===== src/rtl/cache_pkg.sv =====
// Shared encodings for the cache refill path: FSM states, AHB-Lite codes
// and the address split used to form line index and tag.
package cache_pkg;
    localparam int TAG_WIDTH              = 22;
    localparam int LOG2_BLOCK_SIZE        = 5;
    localparam int LOG2_BLOCK_WIDTH_WORDS = 3;

    typedef enum logic [1:0] {
        S_IDLE  = 2'd0,
        S_ADDR  = 2'd1,
        S_BURST = 2'd2,
        S_WRITE = 2'd3
    } refill_state_t;

    localparam logic [1:0] HTRANS_IDLE   = 2'b00;
    localparam logic [1:0] HTRANS_NONSEQ = 2'b10;
    localparam logic [1:0] HTRANS_SEQ    = 2'b11;

    localparam logic [2:0] HBURST_INCR8 = 3'b101;
    localparam logic [2:0] HSIZE_WORD   = 3'b010;
endpackage


===== src/rtl/cache_refill_ctrl_if.sv =====
// AHB-Lite read-master bundle between the refill controller and the bus.
interface cache_refill_ctrl_if #(
    parameter int ADDR_WIDTH = 32,
    parameter int WORD_WIDTH = 32
);
    logic [ADDR_WIDTH-1:0] HADDR;
    logic [1:0]            HTRANS;
    logic [2:0]            HBURST;
    logic [2:0]            HSIZE;
    logic                  HWRITE;
    logic [WORD_WIDTH-1:0] HRDATA;
    logic                  HREADY;
    logic                  HRESP;

    modport master (
        output HADDR, HTRANS, HBURST, HSIZE, HWRITE,
        input  HRDATA, HREADY, HRESP
    );

    modport slave (
        input  HADDR, HTRANS, HBURST, HSIZE, HWRITE,
        output HRDATA, HREADY, HRESP
    );
endinterface


===== src/rtl/refill_line_buffer.sv =====
// Assembles one cache line from individually written bus words.
module refill_line_buffer #(
    parameter int WORD_WIDTH        = 32,
    parameter int BLOCK_WIDTH_WORDS = 8,
    parameter int SEL_WIDTH         = 3
) (
    input  logic                                  clk,
    input  logic                                  rst,
    input  logic                                  we,
    input  logic [SEL_WIDTH-1:0]                  sel,
    input  logic [WORD_WIDTH-1:0]                 data,
    output logic [WORD_WIDTH*BLOCK_WIDTH_WORDS-1:0] line
);
    logic [BLOCK_WIDTH_WORDS-1:0][WORD_WIDTH-1:0] words;

    always_ff @(posedge clk or posedge rst) begin
        if (rst)
            words <= '0;
        else if (we)
            words[sel] <= data;
    end

    assign line = words;
endmodule


===== src/rtl/cache_refill_ctrl.sv =====
// Cache line refill over an AHB-Lite INCR8 read burst; assembles the line
// and presents it with a one-cycle write strobe, or reports a bus error.
module cache_refill_ctrl #(
    parameter int ADDR_WIDTH             = 32,
    parameter int WORD_WIDTH             = 32,
    parameter int BLOCK_WIDTH_WORDS      = 8,
    parameter int LOG2_BLOCK_WIDTH_WORDS = cache_pkg::LOG2_BLOCK_WIDTH_WORDS,
    parameter int LOG2_BLOCK_SIZE        = cache_pkg::LOG2_BLOCK_SIZE,
    parameter int TAG_WIDTH              = cache_pkg::TAG_WIDTH
) (
    input  logic                                    clk,
    input  logic                                    rst,
    input  logic                                    miss_req,
    input  logic [ADDR_WIDTH-1:0]                   miss_addr,
    output logic                                    miss_ack,
    output logic                                    line_we,
    output logic [LOG2_BLOCK_SIZE-1:0]              line_index,
    output logic [TAG_WIDTH-1:0]                    line_tag,
    output logic [WORD_WIDTH*BLOCK_WIDTH_WORDS-1:0] line_data,
    output logic                                    fill_done,
    output logic                                    fill_err,
    cache_refill_ctrl_if.master                     ahb
);
    import cache_pkg::*;

    localparam int OFS  = LOG2_BLOCK_WIDTH_WORDS + $clog2(WORD_WIDTH / 8);
    localparam int LA_W = ADDR_WIDTH - OFS;
    localparam logic [LOG2_BLOCK_WIDTH_WORDS-1:0] LAST =
        LOG2_BLOCK_WIDTH_WORDS'(BLOCK_WIDTH_WORDS - 1);
    localparam logic [ADDR_WIDTH-1:0] STEP = ADDR_WIDTH'(WORD_WIDTH / 8);

    refill_state_t state, state_nxt;
    logic [LA_W-1:0]                   addr_q;
    logic [ADDR_WIDTH-1:0]             haddr_q;
    logic [LOG2_BLOCK_WIDTH_WORDS-1:0] acnt, dcnt;
    logic                              addr_done;
    logic [1:0]                        htrans;
    logic                              beat_ok, abort;
    logic [BLOCK_WIDTH_WORDS-1:0][WORD_WIDTH-1:0] buf_line, next_line, line_q;

    // In BURST exactly one data phase is always outstanding, so a single
    // HREADY both retires a data beat and accepts the next address beat.
    assign beat_ok = (state == S_BURST) && ahb.HREADY && !ahb.HRESP;
    assign abort   = (state == S_BURST) && ahb.HRESP;

    always_ff @(posedge clk or posedge rst) begin
        if (rst) state <= S_IDLE;
        else     state <= state_nxt;
    end

    always_comb begin
        state_nxt = state;
        htrans    = HTRANS_IDLE;
        case (state)
            S_IDLE:  if (miss_req) state_nxt = S_ADDR;
            S_ADDR: begin
                htrans = HTRANS_NONSEQ;
                if (ahb.HREADY) state_nxt = S_BURST;
            end
            S_BURST: begin
                if (!addr_done) htrans = HTRANS_SEQ;
                if (abort)                       state_nxt = S_IDLE;
                else if (beat_ok && dcnt == LAST) state_nxt = S_WRITE;
            end
            S_WRITE: state_nxt = S_IDLE;
            default: state_nxt = S_IDLE;
        endcase
    end

    always_comb begin
        next_line                      = buf_line;
        next_line[BLOCK_WIDTH_WORDS-1] = ahb.HRDATA;
    end

    always_ff @(posedge clk or posedge rst) begin
        if (rst) begin
            addr_q     <= '0;
            haddr_q    <= '0;
            acnt       <= '0;
            dcnt       <= '0;
            addr_done  <= 1'b0;
            line_index <= '0;
            line_tag   <= '0;
            line_q     <= '0;
            fill_err   <= 1'b0;
        end else begin
            fill_err <= abort;
            case (state)
                S_IDLE: if (miss_req) begin
                    addr_q    <= miss_addr[ADDR_WIDTH-1:OFS];
                    haddr_q   <= {miss_addr[ADDR_WIDTH-1:OFS], {OFS{1'b0}}};
                    acnt      <= '0;
                    dcnt      <= '0;
                    addr_done <= 1'b0;
                end
                S_ADDR: if (ahb.HREADY) begin
                    haddr_q <= haddr_q + STEP;
                    acnt    <= acnt + 1'b1;
                end
                S_BURST: if (beat_ok) begin
                    if (!addr_done) begin
                        if (acnt == LAST) addr_done <= 1'b1;
                        else begin
                            acnt    <= acnt + 1'b1;
                            haddr_q <= haddr_q + STEP;
                        end
                    end
                    // Output line only changes on a complete fill; partial
                    // lines never reach line_data.
                    if (dcnt == LAST) begin
                        line_q     <= next_line;
                        line_index <= addr_q[LOG2_BLOCK_SIZE-1:0];
                        line_tag   <= addr_q[LA_W-1 -: TAG_WIDTH];
                    end else begin
                        dcnt <= dcnt + 1'b1;
                    end
                end
                default: ;
            endcase
        end
    end

    refill_line_buffer #(
        .WORD_WIDTH(WORD_WIDTH),
        .BLOCK_WIDTH_WORDS(BLOCK_WIDTH_WORDS),
        .SEL_WIDTH(LOG2_BLOCK_WIDTH_WORDS)
    ) u_buf (
        .clk(clk),
        .rst(rst),
        .we(beat_ok),
        .sel(dcnt),
        .data(ahb.HRDATA),
        .line(buf_line)
    );

    assign miss_ack   = (state == S_IDLE) && miss_req && !rst;
    assign line_we    = (state == S_WRITE);
    assign fill_done  = (state == S_WRITE);
    assign line_data  = line_q;
    assign ahb.HADDR  = haddr_q;
    assign ahb.HTRANS = htrans;
    assign ahb.HBURST = HBURST_INCR8;
    assign ahb.HSIZE  = HSIZE_WORD;
    assign ahb.HWRITE = 1'b0;
endmodule


===== src/flat_wrapper.sv =====
// flat-port wrapper written by rule: the top's interface ports become plain ports
module cache_refill_ctrl_flat import cache_pkg::*;
#(
    parameter int ADDR_WIDTH             = 32,
    parameter int WORD_WIDTH             = 32,
    parameter int BLOCK_WIDTH_WORDS      = 8,
    parameter int LOG2_BLOCK_WIDTH_WORDS = cache_pkg::LOG2_BLOCK_WIDTH_WORDS,
    parameter int LOG2_BLOCK_SIZE        = cache_pkg::LOG2_BLOCK_SIZE,
    parameter int TAG_WIDTH              = cache_pkg::TAG_WIDTH
)
  (clk, rst, miss_req, miss_addr, miss_ack, line_we, line_index, line_tag, line_data, fill_done, fill_err, ahb_HADDR, ahb_HTRANS, ahb_HBURST, ahb_HSIZE, ahb_HWRITE, ahb_HRDATA, ahb_HREADY, ahb_HRESP);
  cache_refill_ctrl_if #(.ADDR_WIDTH(ADDR_WIDTH), .WORD_WIDTH(WORD_WIDTH)) ahb_i ();
  input  logic clk;
  input  logic rst;
  input  logic miss_req;
  input  logic [ADDR_WIDTH-1:0] miss_addr;
  output logic miss_ack;
  output logic line_we;
  output logic [LOG2_BLOCK_SIZE-1:0] line_index;
  output logic [TAG_WIDTH-1:0] line_tag;
  output logic [WORD_WIDTH*BLOCK_WIDTH_WORDS-1:0] line_data;
  output logic fill_done;
  output logic fill_err;
  output wire logic [$bits(ahb_i.HADDR)-1:0] ahb_HADDR;
  output wire logic [$bits(ahb_i.HTRANS)-1:0] ahb_HTRANS;
  output wire logic [$bits(ahb_i.HBURST)-1:0] ahb_HBURST;
  output wire logic [$bits(ahb_i.HSIZE)-1:0] ahb_HSIZE;
  output wire logic [$bits(ahb_i.HWRITE)-1:0] ahb_HWRITE;
  input wire logic [$bits(ahb_i.HRDATA)-1:0] ahb_HRDATA;
  input wire logic [$bits(ahb_i.HREADY)-1:0] ahb_HREADY;
  input wire logic [$bits(ahb_i.HRESP)-1:0] ahb_HRESP;
  assign ahb_HADDR = ahb_i.HADDR;
  assign ahb_HTRANS = ahb_i.HTRANS;
  assign ahb_HBURST = ahb_i.HBURST;
  assign ahb_HSIZE = ahb_i.HSIZE;
  assign ahb_HWRITE = ahb_i.HWRITE;
  assign ahb_i.HRDATA = ahb_HRDATA;
  assign ahb_i.HREADY = ahb_HREADY;
  assign ahb_i.HRESP = ahb_HRESP;
  cache_refill_ctrl #(.ADDR_WIDTH(ADDR_WIDTH), .WORD_WIDTH(WORD_WIDTH), .BLOCK_WIDTH_WORDS(BLOCK_WIDTH_WORDS), .LOG2_BLOCK_WIDTH_WORDS(LOG2_BLOCK_WIDTH_WORDS), .LOG2_BLOCK_SIZE(LOG2_BLOCK_SIZE), .TAG_WIDTH(TAG_WIDTH)) u_core (.clk(clk), .rst(rst), .miss_req(miss_req), .miss_addr(miss_addr), .miss_ack(miss_ack), .line_we(line_we), .line_index(line_index), .line_tag(line_tag), .line_data(line_data), .fill_done(fill_done), .fill_err(fill_err), .ahb(ahb_i));
endmodule

===== config.mk =====
export PLATFORM = sky130hd
export DESIGN_NAME = cache_refill_ctrl_flat
export DESIGN_NICKNAME = d
export VERILOG_FILES = /design/src/rtl/cache_pkg.sv /design/src/rtl/cache_refill_ctrl_if.sv /design/src/rtl/refill_line_buffer.sv /design/src/rtl/cache_refill_ctrl.sv /design/src/flat_wrapper.sv
export SDC_FILE = /design/constraint.sdc
export NUM_CORES = 1
export LEC_CHECK = 0
export BUFFER_PORTS_ARGS = -buffer_cell sky130_fd_sc_hd__buf_2
export CAP_MARGIN = 20
export CELL_PAD_IN_SITES_DETAIL_PLACEMENT = 0
export CELL_PAD_IN_SITES_GLOBAL_PLACEMENT = 1
export CORE_MARGIN = 1
export CORE_UTILIZATION = 48
export CTS_BUF_LIST = sky130_fd_sc_hd__clkbuf_8
export DETAILED_ROUTE_END_ITERATION = 12
export PLACE_DENSITY_LB_ADDON = 0.1
export SETUP_SLACK_MARGIN = 0.3
export SLEW_MARGIN = 5
export SYNTH_ARGS = -nofsm -noshare
export SYNTH_HDL_FRONTEND = slang
export SYNTH_HIERARCHICAL = 1
export SYNTH_SLANG_ARGS = --single-unit

===== constraint.sdc =====
create_clock -name clk -period 14.4 [get_ports clk]
set_input_delay 2.16 -clock clk [delete_from_list [all_inputs] [get_ports clk]]
set_output_delay 2.16 -clock clk [all_outputs]
set_load 0.03 [all_outputs]

After elaboration in Yosys (flattened, before gate mapping)
Cells that the tools add are included.
Storage, ports and cells
  input bits: 69
  output and inout port bits: 328
  register bits after elaboration: 608
  logic and storage cells: 90
Operators by class
  $lt $le $gt $ge: 2
  $add $sub $neg: 3
  reduce and logical (&&, ||, !) cells: 18
  multiplexer cells: 30
  eq/ne operators: 12
Operators by type and width (number)
  $bwmux 256: 1
  $mux 32: 6
  $demux 32 s3: 1
  $pmux 32 s3: 1
  $add 32x3->32 const B: 1
  $mux 3: 7
  $mux 2: 5
  $ne 2x2->1 const B: 5
  $pmux 3 s3: 1
  $reduce_and 3->1: 3
  $pmux 2 s4: 1
  $logic_and 1x1->1: 7
  $add 3x1->3 const B: 2
  $eq 3x3->1 const B: 2
  $pmux 3 s2: 1
  $reduce_and 6->1: 1
  $eq 2x2->1 const B: 2
  $lt 3x4->1 const B: 1
  $mux 1: 4
  $pmux 2 s2: 1
  $reduce_and 4->1: 1
  $ge 3x1->1 const B: 1
  $ne 3x2->1 const B: 1
  $reduce_bool 3->1: 1
  7 further kinds: 8

Depth between registers and ports, before layout
Gate-level depths: netlist of run 1.
  word-level depth: 7
  depth in mapped cells: 11
  depth with buffers taken out: 9

Cells and area by module
Netlist of run 1, hierarchy kept.
By module, submodules not included
  cache_refill_ctrl: cells each 954, seq. area each 8758.4 um^2, area each 13958.4 um^2, instances 1
  refill_line_buffer: cells each 552, seq. area each 6406.1 um^2, area each 9615.5 um^2, instances 1

Least setup slack after synthesis of run 1
No wires, ideal clock.
  path type: in2out
  start: input port miss_req
  end: output port miss_ack
  setup slack: 9.113 ns
  data arrival time: 3.127 ns
  data required time: 12.240 ns
  stages: 4
  path buffers: 2
  cells stage by stage: nand2_1 clkbuf_1 buf_1 nor2_1
On the way
  word-level cells in the longest chain between the ends: 2
Ends and longest elaborated chain
  start: declaration: RTL line flat_wrapper.sv:15  | input logic miss_req;
  $logic_and 1x1->1 (2 in a row): RTL line cache_refill_ctrl.sv:136  | assign miss_ack = (state == S_IDLE) && miss_req && !rst;
  end: declaration: RTL line flat_wrapper.sv:17  | output logic miss_ack;
No other way between the ends.

Worst setup path in the final report of run 1
  start: register u_core.state[1]
  end: output port ahb_HTRANS[1]
On the way
  word-level cells in the longest chain between the ends: 2
  elaborated cells between the ends (all ways): 3
  those cells by class: eq/ne (2); mux (1)
Ends and longest elaborated chain
  start: declaration: RTL line cache_refill_ctrl.sv:32  | refill_state_t state, state_nxt;
  start signal: assignment: RTL line cache_refill_ctrl.sv:48  | else state <= state_nxt;
  $eq 2x2->1 / $eq 2x1->1 (equally long branches): RTL line cache_refill_ctrl.sv:54  | case (state)
  $pmux 2 s2 (*): RTL line cache_refill_ctrl.sv:54
  end: declaration: RTL line flat_wrapper.sv:25  | output wire logic [$bits(ahb_i.HTRANS)-1:0] ahb_HTRANS;
Mark *: on every way between the ends. The rest lies on a longest branch, timed or not.

==> flow_results.org, run 1 <==
** Status
- Status :: finished clean

** Critical path
- The cell that appears most often on the critical path is sky130_fd_sc_hd__inv_1.
- CP Launch Type :: flop
- Largest stage delay on the critical path :: between 0.5 and 0.6 ns
- Counting cells, the worst reg-to-reg path comes to 8.
- The setup path with the least slack is of type reg2out.
- Endpoint type of the worst setup path :: output port
- Sequence of cells on the critical path :: inv_1, ha_2, buf_12, inv_1, nor3b_1, a21o_1, buf_2
- Largest fanout on the critical path :: 49
- STA puts the critical path data arrival time at ~3.0 ns.
- Worst path slowest cell :: sky130_fd_sc_hd__ha_2
- WP data required :: 12.24 ns

** CTS
- CTS built an H-tree with a depth of 3.
- Clock tree synthesis found a total of about 570 sinks.
- CTS tree :: built
- Counting along the longest clock path gives a buffer depth of 3.
- Clk Latency, worst-skew pair :: 0.66 ns
- For this design, the CTS-stage hold fixing added 0 buffers.
- Clock input transition at the sequential cells of the worst setup and hold paths :: ~0.06 ns
- Buffers inserted during clock tree synthesis total 94.
- Cells resized by post-CTS repair :: 0
- Library cell used as clock root buffer :: sky130_fd_sc_hd__clkbuf_8
- Post-CTS timing repair inserted 0 buffers for setup.

** Power and ir drop
- After layout, the design draws a total of approximately 4000 uW.
- LEAKAGE :: around 0.015 uW
- Pwr/cell area :: 151 nW/um2
- Max VDD drop :: ~0.000085 V

** Floorplanning
- I/O pin cnt :: approximately 400
- Measured along the y axis, the die boundary spans around 220 um.
- Width of the die :: ~220 um
- Total die area :: approximately 48000 um2
- Floorplan row count :: 78
- Initial Util :: 0.490
- Placeable core region :: 45700 um2

** Cells and area
- Register area :: about 14000 um2
- Core occupancy in the finished layout :: 0.581
- Multi-input logic area :: 7560 um2
- Layout cell share with drive strength beyond 1 :: 0.550
- Compared with the post-synthesis result, the final layout area differs by 18.6%.
- The net count of the finished layout is ~1900.
- Number of fill cells :: about 3800

** STA
- In the finished design, the share of the clock period the worst path needs comes to 0.359.
- RSZ-0062 raised after global routing :: no
- Setup slack closes at ~9.2 ns.
- Final Slew Violations :: 0
- Transition at the pin with the smallest max-transition slack :: 1.20 ns
- Min cycle time layout :: 5.16 ns
- Clock skew on the completed layout was measured at around 0.013 ns.
- Fmax :: just under 200 MHz
- After routing, the total negative slack on setup checks comes to 0 ns.
- Setup violations remaining at the end of the flow were counted as 0.
- Final Hold Violating Endpoints :: 0
- Headroom to the max-slew limit came out at 0.201.

** Detailed routing
- The detail route stage leaves a number of antenna-violating nets equal to 0.
- The routed layout has 13300 vias.
- The detailed router finished its first iteration with 727 violations.
- Summed over all layers, the routed wires come to around 53 mm.
- Residual DRC :: 0
- TritonRoute pass-1 iters :: 4
- After detailed routing, the number of vias per cell comes to ~5.3.
- Dividing the detail-routed wire length by the instance count gives roughly 21 um.

** Global routing
- The number of antenna violations at the first check in global routing is 3.
- Entering global routing, the biggest net connects 172 pins.
- Number of global-route vias before repair :: about 14000
- Aggregate global-route resource usage :: 0.230
- The first global-routing pass estimated between 80 and 90 mm of wire.
- After global routing the overflow that remains totals 0.

** Hold path
- Along the worst hold path, the cell count comes to 2.
- In this run the worst hold path is classified as reg2reg.

** Yosys
- Number of warning messages in the yosys log :: 6
- Synthesis produced a netlist whose cell count is 1438.
- Cell area after synthesis :: around 22000 um2
- Syn_area_per_cell :: ~16 um2

** Placement
- The congestion estimate from routability-driven global placement came to approximately 0.75.
- The count of buffers added on input and output ports is between 300 and 400.
- DPL Wire Length :: approximately 34 mm
- Dpl ws :: 9.26 ns

** Run
- The tool flagged a number of max-cap violations equal to 0.
cells in the final DEF, fill, tap and decap left out, drive strengths merged, types with 13 or more instances in the layout:
cell type and n:
dfrtp 574, nand3 30, o22ai 13, nor2 20, mux2 535, nand2 31
clkbuf 108, buf 403, o21ai 15, a21oi 32, inv 48
critical path, delay by kind of cell, from the launching register on:
family / cells / cell delay, ns
flops: 1 / 0.43
compound gates: 1 / 0.11
simple gates: 1 / 0.34
fa+ha+maj: 1 / 0.57
buf+inv: 4 / 0.90
sequential cells by signal (all words and copies together), names as in the netlist, 3 cells and up:
signal,flops
u_core/line_data,256
u_core/u_buf/line,224
u_core/ahb.HADDR,30
u_core/addr_q,27
u_core/line_tag,22
u_core/line_index,5
u_core/acnt,3
u_core/dcnt,3
per-stage QoR:
stage | instance area [um2] | instances | hold WS (ns)
6_report | 26600 | 2520 | 0.473
5_1_grt | 26600 | 2519 | 0.503
4_1_cts | 26500 | 2518 | 0.479
3_5_place_dp | 24800 | 2358 | 0.464
3_3_place_gp | 24800 | 2358 | 0.463
2_1_floorplan | 22400 | 1445 | 0.443
layout make-up:
type,instances,share of cell area
multi-input cells,776,0.285
well taps,600,0.0283
repair buffers,403,0.0789
inverters,6,0.00141
clock inverters,52,0.00994
clock buffers,108,0.0560
diodes,1,0.0000942
flip-flops and latches,574,0.541
per-layer routing:
layer | up-vias | share of wire | GRT usage
met4 | 2 | 0.021 | 0.0788
li1 | 5992 | - | -
met2 | 335 | 0.47 | 0.354
met1 | 6926 | 0.43 | 0.308
met3 | 78 | 0.073 | 0.0720
met5 | - | 0.00024 | 0
power by group:
group          internal, uW  total (uW)  leakage [uW]  switching [uW]
logic                   304         777       0.00575             474
registers              1790        1920       0.00781             127
clock network           697        1320       0.00104             621
worst paths after layout:
path                                             start                           endpoint  slack [ns]
min in group asynchronous                          rst  u_core/u_buf/line[27]$_DFFE_PP0P_        1.67
min                         u_core/acnt[2]$_DFFE_PP0P_         u_core/acnt[2]$_DFFE_PP0P_        0.47
max reg2reg                u_core/state[0]$_DFFE_PP0P_  u_core/line_data[166]$_DFFE_PP0P_       10.76
max                        u_core/state[1]$_DFFE_PP0P_                      ahb_HTRANS[1]        9.24
min reg2reg                 u_core/acnt[2]$_DFFE_PP0P_         u_core/acnt[2]$_DFFE_PP0P_        0.47
max in group asynchronous                          rst   u_core/line_data[79]$_DFFE_PP0P_       10.25
Power figures use the tool's default switching activity.
==> inputs of run 2 (changes only) <==
- clock period: 14.4 -> 5 ns (I/O delays scaled with it)
==> flow_results.org, run 2 (synthesis results as in run 1) <==
** Cells and area
- The count of cells in the finished layout, fillers not included, comes to between 2000 and 3000.
- The final layout contains 1941 nets.
- In the final layout, the share of cells above drive strength 1 is 0.555.
- Layout overhead on the synthesized area :: 19.7%
- The register with the most flip-flops in the layout has ~260 of them.
- Once layout is complete, the utilization of the core stands at 0.587.
- Leaving out fill and tap cells, the most frequent cell in the layout is sky130_fd_sc_hd__dfrtp_1.
- Leaving out fill and tap cells, the most frequent cells in the layout are sky130_fd_sc_hd__dfrtp_1, sky130_fd_sc_hd__mux2_2, sky130_fd_sc_hd__buf_2, sky130_fd_sc_hd__clkbuf_8, sky130_fd_sc_hd__inv_1.

** Critical path
- STA puts the critical path data arrival time at ~3.1 ns.
- In this run the worst path has a maximum fanout of 65.
- Endpoint type of the worst setup path :: output port
- Across all register-to-register paths, the minimum setup slack is 1.87 ns.
- At the worst endpoint, the required time is about 4.3 ns.
- CP Launch Type :: flop
- Kind of critical path :: reg2out

** STA
- In the finished design, the share of the clock period the worst path needs comes to 0.773.
- Final setup vio count :: 0
- Final Slew Violations :: 0
- Measured against its own limit, the worst slew margin works out to 0.244.
- The number of hold-slack violations in the final timing report is 0.
- Slack of the critical path :: approximately 1.1 ns
- RSZ-0062 raised after global routing :: no
- For the pin with the worst max-slew slack, the measured transition is roughly 1.1 ns.
- Fmax :: around 260 MHz
- Counting I/O delays and the setup requirement, the final critical path takes between 3 and 4 ns.
- Between clock sinks in the finished design, the worst skew comes to a little under 0.03 ns.

** Detailed routing
- In the routed layout, each cell is associated on average with a via count of around 5.3.
- In the final routed layout, each cell accounts on average for around 21 um.
- Residual DRC :: 0
- After detailed routing, the total wire length is between 50 and 60 mm.
- In this run the remaining antenna-violating nets after routing total 0.
- Via Count :: around 13000
- In this run, the number of DRC markers left after iteration 0 of detailed routing was just over 700.
- The first TritonRoute pass finished after 4 iterations.

** Floorplanning
- The die covers around 48000 um2.
- From bottom edge to top edge, the die measures between 200 and 250 um.
- 397 I/O pins were placed.
- In this run the horizontal extent of the chip is 218 um.
- The initial utilization of the core area, before any placement, comes to 0.490.
- Placeable core region :: approximately 46000 um2
- Floorplan row count :: 78

** Power and ir drop
- The share of total power dissipated in combinational logic is 0.191.
- Pwr/cell area :: approximately 430 nW/um2
- Total power for the finished layout comes to between 10000 and 15000 uW.
- Of the total power, the clock network draws 0.335.
- Internal power :: 8120 uW
- In this run the static leakage power is around 0.015 uW.
- Of the total power, the share spent switching nets is 0.302.
- Switching pwr :: around 3500 uW
- Sequential Power Share :: 0.473
- Across the VDD grid, the largest voltage drop is roughly 0.00031 V.

** Hold path
- The tightest min-delay check is of the in2reg type.

** Global routing
- For this run the aggregate overflow at the end of global routing stands at 0.
- Maximum number of pins on one net before global-route repair :: 178
- The number of antenna violations at the first check in global routing came to 3.
- Number of global-route vias before repair :: 14100
- For this run, the total global-route usage over all layers was measured as 0.231.
- The first global-routing pass estimated around 84 mm of wire.

** CTS
- For this design, the sink count on the clock tree is 574.
- Clock-pin slew was measured on the worst setup and hold paths at roughly 0.060 ns.
- Clk Latency, worst-skew pair :: roughly 0.67 ns
- CTS buffer count :: 92
- H-Tree Level Count :: 3
- No sink is reached through more buffers than the 3 on the longest clock path.
- Library cell used as clock root buffer :: sky130_fd_sc_hd__clkbuf_8
- TritonCTS built the clock tree.

** Placement
- Detailed placement ended at an HPWL of roughly 34 mm.
- IO Port Bufs :: 382
- Dpl ws :: ~1.6 ns
- Cell count after placement :: ~2400
- Placer Congestion :: between 0.7 and 0.8

** Status
- The flow ran to the end, and the final reports show no timing, DRC or antenna violations.

** Run
- Max Cap Viol :: 0
## run 2: cell types whose count changed in the layout (fill, tap and decap cells not counted), moves of 2 or more
cell	change
sky130_fd_sc_hd__clkinvlp_4	+2
sky130_fd_sc_hd__clkbuf_8	+7
sky130_fd_sc_hd__inv_8	-2
sky130_fd_sc_hd__clkinv_2	+2
sky130_fd_sc_hd__buf_12	+6
sky130_fd_sc_hd__inv_1	-4
## run 2: cell type report
| type | instances | area [um2] |
|---|---|---|
| fill | 3768 | 18900 |
| clock buffer | 115 | 1580 |
| antenna | 2 | 5.00 |
| inverter | 6 | 30.0 |
| clock inverter | 48 | 234 |
| multi-input combinational | 776 | 7560 |
| tap | 600 | 751 |
| timing repair buffer | 413 | 2270 |
| sequential | 574 | 14400 |
## run 2: routing by layer
metal  wire length (um)  global-route usage  share of wire
met2              25100               0.355           0.47
met3               3710              0.0763          0.069
met5                 13                   0        0.00024
met1              23600               0.313           0.44
met4               1080              0.0702          0.020
## run 2: repair_timing
action,CTS,global route
buffers inserted,0,0
hold buffers,1,0
hold endpoints to repair,4,0
resized for setup,0,0
## run 2: metrics by stage
stage               cell area, um2  hold WS [ns]  setup TNS [ns]
finish                       26800         0.328               0
detailed placement           24900         0.467               0
global route                 26800         0.273               0
global placement             24900         0.462               0
CTS                          26800         0.254               0
floorplan                    22400         0.443         -152.74
## run 2: path summary, 6_finish.rpt
path / endpoint / cells past startpoint / startpoint
hold reg to reg: u_core/acnt[2]$_DFFE_PP0P_ / 2 / u_core/acnt[2]$_DFFE_PP0P_
max in group asynchronous: u_core/line_data[32]$_DFFE_PP0P_ / 4 / rst
setup reg to reg: u_core/u_buf/line[133]$_DFFE_PP0P_ / 8 / u_core/state[0]$_DFFE_PP0P_
min in group asynchronous: u_core/addr_q[0]$_DFFE_PP0N_ / 3 / rst
setup / recovery: ahb_HTRANS[1] / 7 / u_core/state[1]$_DFFE_PP0P_
hold / removal: u_core/addr_q[8]$_DFFE_PP0N_ / 2 / miss_addr[13]
## run 2: power by group through the flow
stage / registers (uW) / logic (uW) / clock network, uW
after floorplan: 5720 / 1460 / 0
after global placement: 5550 / 2180 / 0
after detailed placement: 5590 / 2240 / 0
after CTS: 5510 / 2250 / 4040
after global routing: 5580 / 2450 / 4250
final: 5510 / 2230 / 3900
## run 2: worst max-delay path: stages (launching register included)
cell,delay (ns)
sky130_fd_sc_hd__dfrtp_1,0.41
sky130_fd_sc_hd__inv_1,0.09
sky130_fd_sc_hd__ha_2,0.31
sky130_fd_sc_hd__buf_4,0.50
sky130_fd_sc_hd__inv_1,0.49
sky130_fd_sc_hd__nor3b_1,0.35
sky130_fd_sc_hd__a21o_1,0.11
sky130_fd_sc_hd__buf_2,0.20
